### config.mk
export PLATFORM = sky130hd
export DESIGN_NAME = vcore_dmem_arbiter_flat
export DESIGN_NICKNAME = d
export VERILOG_FILES = /design/src/rtl/vcore_pkg.sv /design/src/rtl/vcore_dmem_arbiter_if.sv /design/src/rtl/vcore_rr_pick.sv /design/src/rtl/vcore_dmem_arbiter.sv /design/src/flat_wrapper.sv
export SDC_FILE = /design/constraint.sdc
export NUM_CORES = 1
export LEC_CHECK = 0
export ABC_AREA = 1
export BUFFER_PORTS_ARGS = -buffer_cell sky130_fd_sc_hd__clkbuf_2
export CAP_MARGIN = 10
export CORE_ASPECT_RATIO = 0.7
export CORE_UTILIZATION = 48
export CTS_CLUSTER_DIAMETER = 150
export DETAILED_ROUTE_END_ITERATION = 12
export PLACE_DENSITY = 0.82
export SYNTH_ARGS = -nofsm -noshare
export SYNTH_HDL_FRONTEND = slang
export SYNTH_SLANG_ARGS = --single-unit
### constraint.sdc
create_clock -name clk -period 1.9 [get_ports clk]
set_input_delay 0.19 -clock clk [delete_from_list [all_inputs] [get_ports clk]]
set_output_delay 0.19 -clock clk [all_outputs]
set_load 0.02 [all_outputs]
### src/rtl/vcore_pkg.sv
// vcore_pkg: shared FSM state type, bus width defaults and timeout read data for the dmem arbiter
package vcore_pkg;
  typedef enum logic [1:0] {IDLE, BUSY, RESP} state_e;
  localparam int DATA_W = 16;
  localparam int ADDR_W = 16;
  localparam logic [15:0] ERR_DATA = 16'hDEAD;
endpackage

### src/rtl/vcore_dmem_arbiter_if.sv
// vcore_dmem_arbiter_if: single-port data memory bus (arbiter is master, memory model is slave)
interface vcore_dmem_arbiter_if #(
  parameter int DATA_W = vcore_pkg::DATA_W,
  parameter int ADDR_W = vcore_pkg::ADDR_W
);
  logic req;
  logic we;
  logic [ADDR_W-1:0] addr;
  logic [DATA_W-1:0] wdata;
  logic [DATA_W-1:0] rdata;
  logic ack;
  modport master(output req, we, addr, wdata, input rdata, ack);
  modport slave(input req, we, addr, wdata, output rdata, ack);
endinterface

### src/rtl/vcore_rr_pick.sv
// vcore_rr_pick: two-way round-robin picker, a tie goes to the core not granted last
module vcore_rr_pick (
  input  logic [1:0] req,
  input  logic       last_grant,
  output logic       gnt_valid,
  output logic       gnt_idx
);
  assign gnt_valid = |req;
  assign gnt_idx = &req ? ~last_grant : req[1];
endmodule

### src/rtl/vcore_dmem_arbiter.sv
// vcore_dmem_arbiter: round-robin sharing of one single-port data memory between two vcore dmem ports, with ack timeout
module vcore_dmem_arbiter #(
  parameter int DATA_W = vcore_pkg::DATA_W,
  parameter int ADDR_W = vcore_pkg::ADDR_W,
  parameter int TIMEOUT = 15,
  parameter logic [DATA_W-1:0] ERR_DATA = vcore_pkg::ERR_DATA
) (
  input  logic              clk,
  input  logic              reset_n,
  input  logic              c0_enable_i,
  input  logic              c0_write_i,
  input  logic [ADDR_W-1:0] c0_addr_i,
  input  logic [DATA_W-1:0] c0_wdata_i,
  output logic [DATA_W-1:0] c0_rdata_o,
  output logic              c0_valid_o,
  input  logic              c1_enable_i,
  input  logic              c1_write_i,
  input  logic [ADDR_W-1:0] c1_addr_i,
  input  logic [DATA_W-1:0] c1_wdata_i,
  output logic [DATA_W-1:0] c1_rdata_o,
  output logic              c1_valid_o,
  vcore_dmem_arbiter_if.master mem,
  output logic              err_o
);
  import vcore_pkg::*;
  localparam int CNT_W = $clog2(TIMEOUT + 1);
  state_e state_q, state_d;
  logic last_grant_q, last_grant_d;
  logic winner_q, winner_d;
  logic req_q, req_d;
  logic we_q, we_d;
  logic err_q, err_d;
  logic valid0_q, valid0_d;
  logic valid1_q, valid1_d;
  logic [ADDR_W-1:0] addr_q, addr_d;
  logic [DATA_W-1:0] wdata_q, wdata_d;
  logic [DATA_W-1:0] rdata0_q, rdata0_d;
  logic [DATA_W-1:0] rdata1_q, rdata1_d;
  logic [CNT_W-1:0] cnt_q, cnt_d;
  logic gnt_valid, gnt_idx, timeout, done;
  logic [DATA_W-1:0] resp_data;
  vcore_rr_pick u_pick (
    .req       ({c1_enable_i, c0_enable_i}),
    .last_grant(last_grant_q),
    .gnt_valid (gnt_valid),
    .gnt_idx   (gnt_idx)
  );
  assign timeout = cnt_q == CNT_W'(TIMEOUT - 1);
  assign done = mem.ack | timeout;
  assign resp_data = mem.ack ? (we_q ? '0 : mem.rdata) : ERR_DATA;
  always_comb begin
    state_d = state_q;
    last_grant_d = last_grant_q;
    winner_d = winner_q;
    req_d = req_q;
    we_d = we_q;
    addr_d = addr_q;
    wdata_d = wdata_q;
    err_d = err_q;
    rdata0_d = rdata0_q;
    rdata1_d = rdata1_q;
    valid0_d = 1'b0;
    valid1_d = 1'b0;
    cnt_d = cnt_q;
    case (state_q)
      IDLE: if (gnt_valid) begin
        state_d = BUSY;
        winner_d = gnt_idx;
        req_d = 1'b1;
        we_d = gnt_idx ? c1_write_i : c0_write_i;
        addr_d = gnt_idx ? c1_addr_i : c0_addr_i;
        wdata_d = gnt_idx ? c1_wdata_i : c0_wdata_i;
      end
      BUSY: begin
        cnt_d = cnt_q + 1'b1;
        if (done) begin
          state_d = RESP;
          req_d = 1'b0;
          err_d = err_q | ~mem.ack;
          rdata0_d = winner_q ? rdata0_q : resp_data;
          rdata1_d = winner_q ? resp_data : rdata1_q;
          valid0_d = ~winner_q;
          valid1_d = winner_q;
        end
      end
      RESP: begin
        state_d = IDLE;
        last_grant_d = winner_q;
        cnt_d = '0;
      end
      default: state_d = IDLE;
    endcase
  end
  always_ff @(posedge clk or negedge reset_n) begin
    if (!reset_n) begin
      state_q <= IDLE;
      last_grant_q <= 1'b1;
      winner_q <= 1'b0;
      req_q <= 1'b0;
      we_q <= 1'b0;
      addr_q <= '0;
      wdata_q <= '0;
      err_q <= 1'b0;
      rdata0_q <= '0;
      rdata1_q <= '0;
      valid0_q <= 1'b0;
      valid1_q <= 1'b0;
      cnt_q <= '0;
    end else begin
      state_q <= state_d;
      last_grant_q <= last_grant_d;
      winner_q <= winner_d;
      req_q <= req_d;
      we_q <= we_d;
      addr_q <= addr_d;
      wdata_q <= wdata_d;
      err_q <= err_d;
      rdata0_q <= rdata0_d;
      rdata1_q <= rdata1_d;
      valid0_q <= valid0_d;
      valid1_q <= valid1_d;
      cnt_q <= cnt_d;
    end
  end
  assign mem.req = req_q;
  assign mem.we = we_q;
  assign mem.addr = addr_q;
  assign mem.wdata = wdata_q;
  assign c0_rdata_o = rdata0_q;
  assign c1_rdata_o = rdata1_q;
  assign c0_valid_o = valid0_q;
  assign c1_valid_o = valid1_q;
  assign err_o = err_q;
endmodule

### src/flat_wrapper.sv
// flat-port wrapper written by rule: the top's interface ports become plain ports
module vcore_dmem_arbiter_flat import vcore_pkg::*;
#(
  parameter int DATA_W = vcore_pkg::DATA_W,
  parameter int ADDR_W = vcore_pkg::ADDR_W,
  parameter int TIMEOUT = 15,
  parameter logic [DATA_W-1:0] ERR_DATA = vcore_pkg::ERR_DATA
)
  (clk, reset_n, c0_enable_i, c0_write_i, c0_addr_i, c0_wdata_i, c0_rdata_o, c0_valid_o, c1_enable_i, c1_write_i, c1_addr_i, c1_wdata_i, c1_rdata_o, c1_valid_o, err_o, mem_req, mem_we, mem_addr, mem_wdata, mem_rdata, mem_ack);
  vcore_dmem_arbiter_if #(.DATA_W(DATA_W), .ADDR_W(ADDR_W)) mem_i ();
  input  logic clk;
  input  logic reset_n;
  input  logic c0_enable_i;
  input  logic c0_write_i;
  input  logic [ADDR_W-1:0] c0_addr_i;
  input  logic [DATA_W-1:0] c0_wdata_i;
  output logic [DATA_W-1:0] c0_rdata_o;
  output logic c0_valid_o;
  input  logic c1_enable_i;
  input  logic c1_write_i;
  input  logic [ADDR_W-1:0] c1_addr_i;
  input  logic [DATA_W-1:0] c1_wdata_i;
  output logic [DATA_W-1:0] c1_rdata_o;
  output logic c1_valid_o;
  output logic err_o;
  output wire logic [$bits(mem_i.req)-1:0] mem_req;
  output wire logic [$bits(mem_i.we)-1:0] mem_we;
  output wire logic [$bits(mem_i.addr)-1:0] mem_addr;
  output wire logic [$bits(mem_i.wdata)-1:0] mem_wdata;
  input wire logic [$bits(mem_i.rdata)-1:0] mem_rdata;
  input wire logic [$bits(mem_i.ack)-1:0] mem_ack;
  assign mem_req = mem_i.req;
  assign mem_we = mem_i.we;
  assign mem_addr = mem_i.addr;
  assign mem_wdata = mem_i.wdata;
  assign mem_i.rdata = mem_rdata;
  assign mem_i.ack = mem_ack;
  vcore_dmem_arbiter #(.DATA_W(DATA_W), .ADDR_W(ADDR_W), .TIMEOUT(TIMEOUT), .ERR_DATA(ERR_DATA)) u_core (.clk(clk), .reset_n(reset_n), .c0_enable_i(c0_enable_i), .c0_write_i(c0_write_i), .c0_addr_i(c0_addr_i), .c0_wdata_i(c0_wdata_i), .c0_rdata_o(c0_rdata_o), .c0_valid_o(c0_valid_o), .c1_enable_i(c1_enable_i), .c1_write_i(c1_write_i), .c1_addr_i(c1_addr_i), .c1_wdata_i(c1_wdata_i), .c1_rdata_o(c1_rdata_o), .c1_valid_o(c1_valid_o), .mem(mem_i), .err_o(err_o));
endmodule
# After elaboration in Yosys (flattened, before gate mapping)
# Index checks and enable logic that the tools add are counted.
[classes] n_addsub=1 n_eq_ne=5 n_mux=17 n_bitwise=5 n_reduce_logical=11
[ops] cell="$mux W16" n=4
[ops] cell="$reduce_and A3 Y1" n=3
[ops] cell="$mux W1" n=8
[ops] cell="$pmux W4 S2" n=1
[ops] cell="$reduce_and A2 Y1" n=4
[ops] cell="$add A4 B1 Y4 const B" n=1
[ops] cell="$eq A4 B4 Y1 const B" n=1
[ops] cell="$mux W2" n=2
[ops] cell="$ne A2 B1 Y1 const B" n=2
[ops] cell="$pmux W2 S2" n=1
[ops] cell="$reduce_bool A2 Y1" n=2
[ops] cell="$not A1 Y1" n=3
[ops] cell="$eq A2 B1 Y1 const B" n=1
[ops] cell="$eq A2 B2 Y1 const B" n=1
[ops] cell="$logic_not A2 Y1" n=1
[ops] cell="$or A1 B1 Y1" n=2
[ops] cell="$pmux W1 S2" n=1
[ops] cell="$reduce_or A2 Y1" n=1
[totals] regBits=77 in_bits=87 output_inout_bits=69 elab_cells=52

# Longest topological paths before layout
[depth] word_depth=4 mapped_depth=8 depth_no_buf=8

# Modules after synthesis
# From an unflattened synthesis, not the netlist that was laid out.
[unflattened] hier_cells=370 area_unflattened_um2=3479.6
[by_module_without_submodules] module="vcore_dmem_arbiter" instances=1 cells_each=367 area_per_inst_um2=3464.6
[by_module_without_submodules] module="vcore_rr_pick" instances=1 cells_each=3 area_per_inst_um2=15.0

# Worst setup path before layout
# Ideal clock, no wire load.
[synth_path] path_kind="reg-to-reg" from="reg u_core.state_q[1]" to="reg u_core.rdata0_q[12], in the netlist u_core.c0_rdata_o[12]" setup_ns=0.123 arrival_time_ns=1.221 setup_slack_ns=0.557 stages_incl_launch_ff=9 path_buffers=1 path_cell_list="dfrtp_1 -> inv_1 -> ha_1 -> inv_1 -> nor2_1 -> nand2_2 -> buf_6 -> nand2_1 -> o21ai_2"
[synth_between] elab_chain_len=2
[synth_rtl] element="start: declaration" line_no="vcore_dmem_arbiter.sv:27" source="state_e state_q, state_d;"
[synth_rtl] element="start signal: assignment" line_no="vcore_dmem_arbiter.sv:110" source="state_q <= state_d;"
[synth_rtl] element="$eq A2 B1 Y1" line_no="vcore_dmem_arbiter.sv:65" source="case (state_q)"
[synth_rtl] element="$reduce_and A3 Y1 (no source line)"
[synth_rtl] element="end signal: assignment" line_no="vcore_dmem_arbiter.sv:118" source="rdata0_q <= rdata0_d;"
[synth_rtl] element="end: declaration" line_no="vcore_dmem_arbiter.sv:37" source="logic [DATA_W-1:0] rdata0_q, rdata0_d;"
# No other way between the ends.
# A chain may end at the register's enable or synchronous reset.

# Worst setup path in the final report
[layout_path] from="reg u_core.state_q[1]" to="reg u_core.rdata0_q[3], in the netlist u_core.c0_rdata_o[3]"
# The elaborated chain is that of the path after synthesis.

==> metrics.csv <==
metric,value,unit
outcome,"complete, no violations",
fp.coreArea,6980,µm²
hold_violations,0,
num-nets-final,649,
die_w,105,µm
arrival,1.83,ns
cts_buffers,9,
path_clk_slew,0.08,ns
cpMostUsedCell,inv_1,
worst_pin_slew,0.552,ns
grt_pass1_wl,14000,µm
cts_tree,built,
setup_violations,0,
reg2regPathDepth,8,
vdd_drop_max,0.000738,V
root_buffer,clkbuf_8,
netlist_area,3580,µm²
end_kind,flip-flop,
first_iter_violations,167,
yosysMostFrequentCell,nand2_1,
crit_chain,inv_1 > ha_1 > inv_1 > nor2_1 > nand2_2 > buf_12 > nand2_1 > o21ai_2,
groute.usage.overall,0.228,
layout-drive-gt1-share,0.358,
met1_length,3710,µm
grt_max_degree,51,
antenna_found_initial,0,
dieArea,7820,µm²
leakagePower,0.00264,µW
diodes,0,
die_y,74.3,µm
grt-ovfl-total,0,
crit_type,flip-flop to flip-flop,
place_inst,639,
fin_setup_tns,0,ns
synthDistinctLibCells,24,
clkSinkCount,77,
fin_worst_skew,0.00611,ns
drv_cap,0,
yosysSeqAreaShare,0.538,
routed_wl,8300,µm
grt_pass1_vias,3084,
cp-start-kind,flip-flop,
synth_common_cells,"nand2_1, dfrtp_1, inv_1",
pwr_density_cell,1690,nW/µm²
maxSlewHeadroom,0.632,
postSynthAreaPerCell,8.86,µm²
critPathRequiredTime,2.12,ns
drc,0,
ys.flop_type,dfrtp_1,
detail-route-antenna-nets,0,
final_cells,655,
vias,3175,
start_util,0.513,
synthCells,404,
fin_crit,1.61,ns
syn2layout_area_growth,28.2,%
row_count,25,
rsz0062_at_grt,false,
hold_path.class,input pin to flip-flop,
synth_edf_count,0,
cp_slowest_stage_delay,0.41,ns
slowest_stage,dfrtp_1,
post_cts_buffers,0,
ys_seq_elements,77,
highest_layer,met4,
fmax,620,MHz
place_hpwl,6260,µm
slew_violations,0,
cts_buffer_depth,2,
avgViaCountPerCell,4.85,
yosys.area.top_type,dfrtp_1,
fillers,580,
synth_area_leaders,"dfrtp_1, nand2_1, o211ai_1, inv_1, o21ai_2",
h-tree-depth,3,
fin_crit_sh,0.848,
firstDrtPassIters,4,
yosys_warnings,0,
cp_max_fo,26,
hold_depth,3,
cts.repair.resized,0,
synth_top_cell_area_share,0.531,
wl_per_cell,12.7,µm
met3WireLength,397,µm
io_buffers,155,
met2_wirelength,4070,µm
ioPinCount,156,
clock_latency,0.34,ns
async_reset_ff_frac,1.00,
place_congestion,0.755,
syn-num-nets,496,
[final cells by class]
class | instances | area (µm²) | share of cell area
Clock buffer | 10 | 128 | 0.0278
Clock inverter | 5 | 52.6 | 0.0115
Inverter | 50 | 188 | 0.0409
Multi-Input combinational cell | 256 | 1300 | 0.283
Sequential cell | 77 | 1930 | 0.420
Tap cell | 94 | 118 | 0.0256
Timing Repair Buffer | 163 | 878 | 0.191
[cell families (layout without fill, tap and decap cells)]
family / Yosys count / count (layout) / share of synthesized area
AOI/OAI and AO/OA: 83 / 83 / 0.161
DFF: 77 / 77 / 0.538
adders and majority gates: 5 / 5 / 0.0175
and+or+nand+nor: 168 / 168 / 0.183
buffers and inverters: 71 / 228 / 0.0999
[cell usage in the layout (no fill, tap or decap), types with 2 or more instances in the layout]
| master | instances |
|---|---|
| nand2_1 | 155 |
| clkbuf_2 | 154 |
| dfrtp_1 | 76 |
| inv_1 | 48 |
| o211ai_1 | 33 |
| o21ai_0 | 17 |
| o21ai_2 | 16 |
| a21oi_1 | 12 |
| clkbuf_8 | 9 |
| ha_1 | 5 |
| buf_4 | 5 |
| nand3_1 | 4 |
| nor2_1 | 4 |
| nand2_2 | 3 |
| clkinv_2 | 3 |
| buf_12 | 3 |
| inv_2 | 2 |
[metrics by stage]
stage               power [µW]   util  cell area, µm²  hold slack (ns)  setup slack (ns)
finish                    7730  0.658            4590           0.0950             0.288
global route              8340  0.658            4590           0.0778             0.126
CTS                       7820  0.658            4590           0.0824             0.281
detailed placement        6630  0.631            4400            0.213             0.313
global placement          6470  0.631            4400            0.205             0.407
floorplan                 5430      -            3580           -0.106             0.557
[registers in the layout, indices dropped and copies added, names as in the netlist]
register and cells:
u_core.c0_rdata_o 16, u_core.c0_valid_o 1, u_core.c1_rdata_o 16, u_core.c1_valid_o 1, u_core.cnt_q 4, u_core.err_o 1, u_core.last_grant_q 1, u_core.mem.addr 16
u_core.mem.req 1, u_core.mem.wdata 16, u_core.mem.we 1, u_core.state_q 2, u_core.winner_q 1
[where the power goes]
group,switching (µW),internal (µW),leakage [µW]
Clock,563,593,0.0000919
Combinational,2440,1240,0.00160
Sequential,467,2430,0.000948
Total,3470,4270,0.00264
[path summary, 6_finish.rpt]
kind                                            startpoint                          endpoint  slack [ns]
max                          u_core.state_q[1]$_DFFE_PN0P_  u_core.c0_rdata_o[3]$_DFFE_PN0P_        0.29
min                                          c1_addr_i[14]   u_core.mem.addr[14]$_DFFE_PN0P_        0.09
max reg2reg                  u_core.state_q[1]$_DFFE_PN0P_  u_core.c0_rdata_o[3]$_DFFE_PN0P_        0.29
min reg2reg                u_core.last_grant_q$_DFFE_PN1N_   u_core.last_grant_q$_DFFE_PN1N_        0.47
max in group asynchronous                          reset_n   u_core.last_grant_q$_DFFE_PN1N_        0.87
min in group asynchronous                          reset_n   u_core.mem.addr[13]$_DFFE_PN0P_        0.38
[what timing repair did]
action,in CTS,in global routing
hold buffers,1,0
setup endpoints to repair,0,0
endpoints found under the hold margin,41,0
[critical path, delay by kind of cell, from the launching register on]
family / cells / cell delay [ns]
flip-flops: 1 / 0.41
AND/OR/NAND/NOR: 3 / 0.39
buffers and inverters: 3 / 0.36
adder cells (fa/ha/maj): 1 / 0.26
AO/OA/AOI/OAI: 1 / 0.07
[routing by layer]
layer,track usage,up-vias
li1,-,1593
met2,0.387,85
met3,0.0578,14
met5,0,-
met1,0.291,1483
met4,0.0814,0
Power figures use the tool's default switching activity.
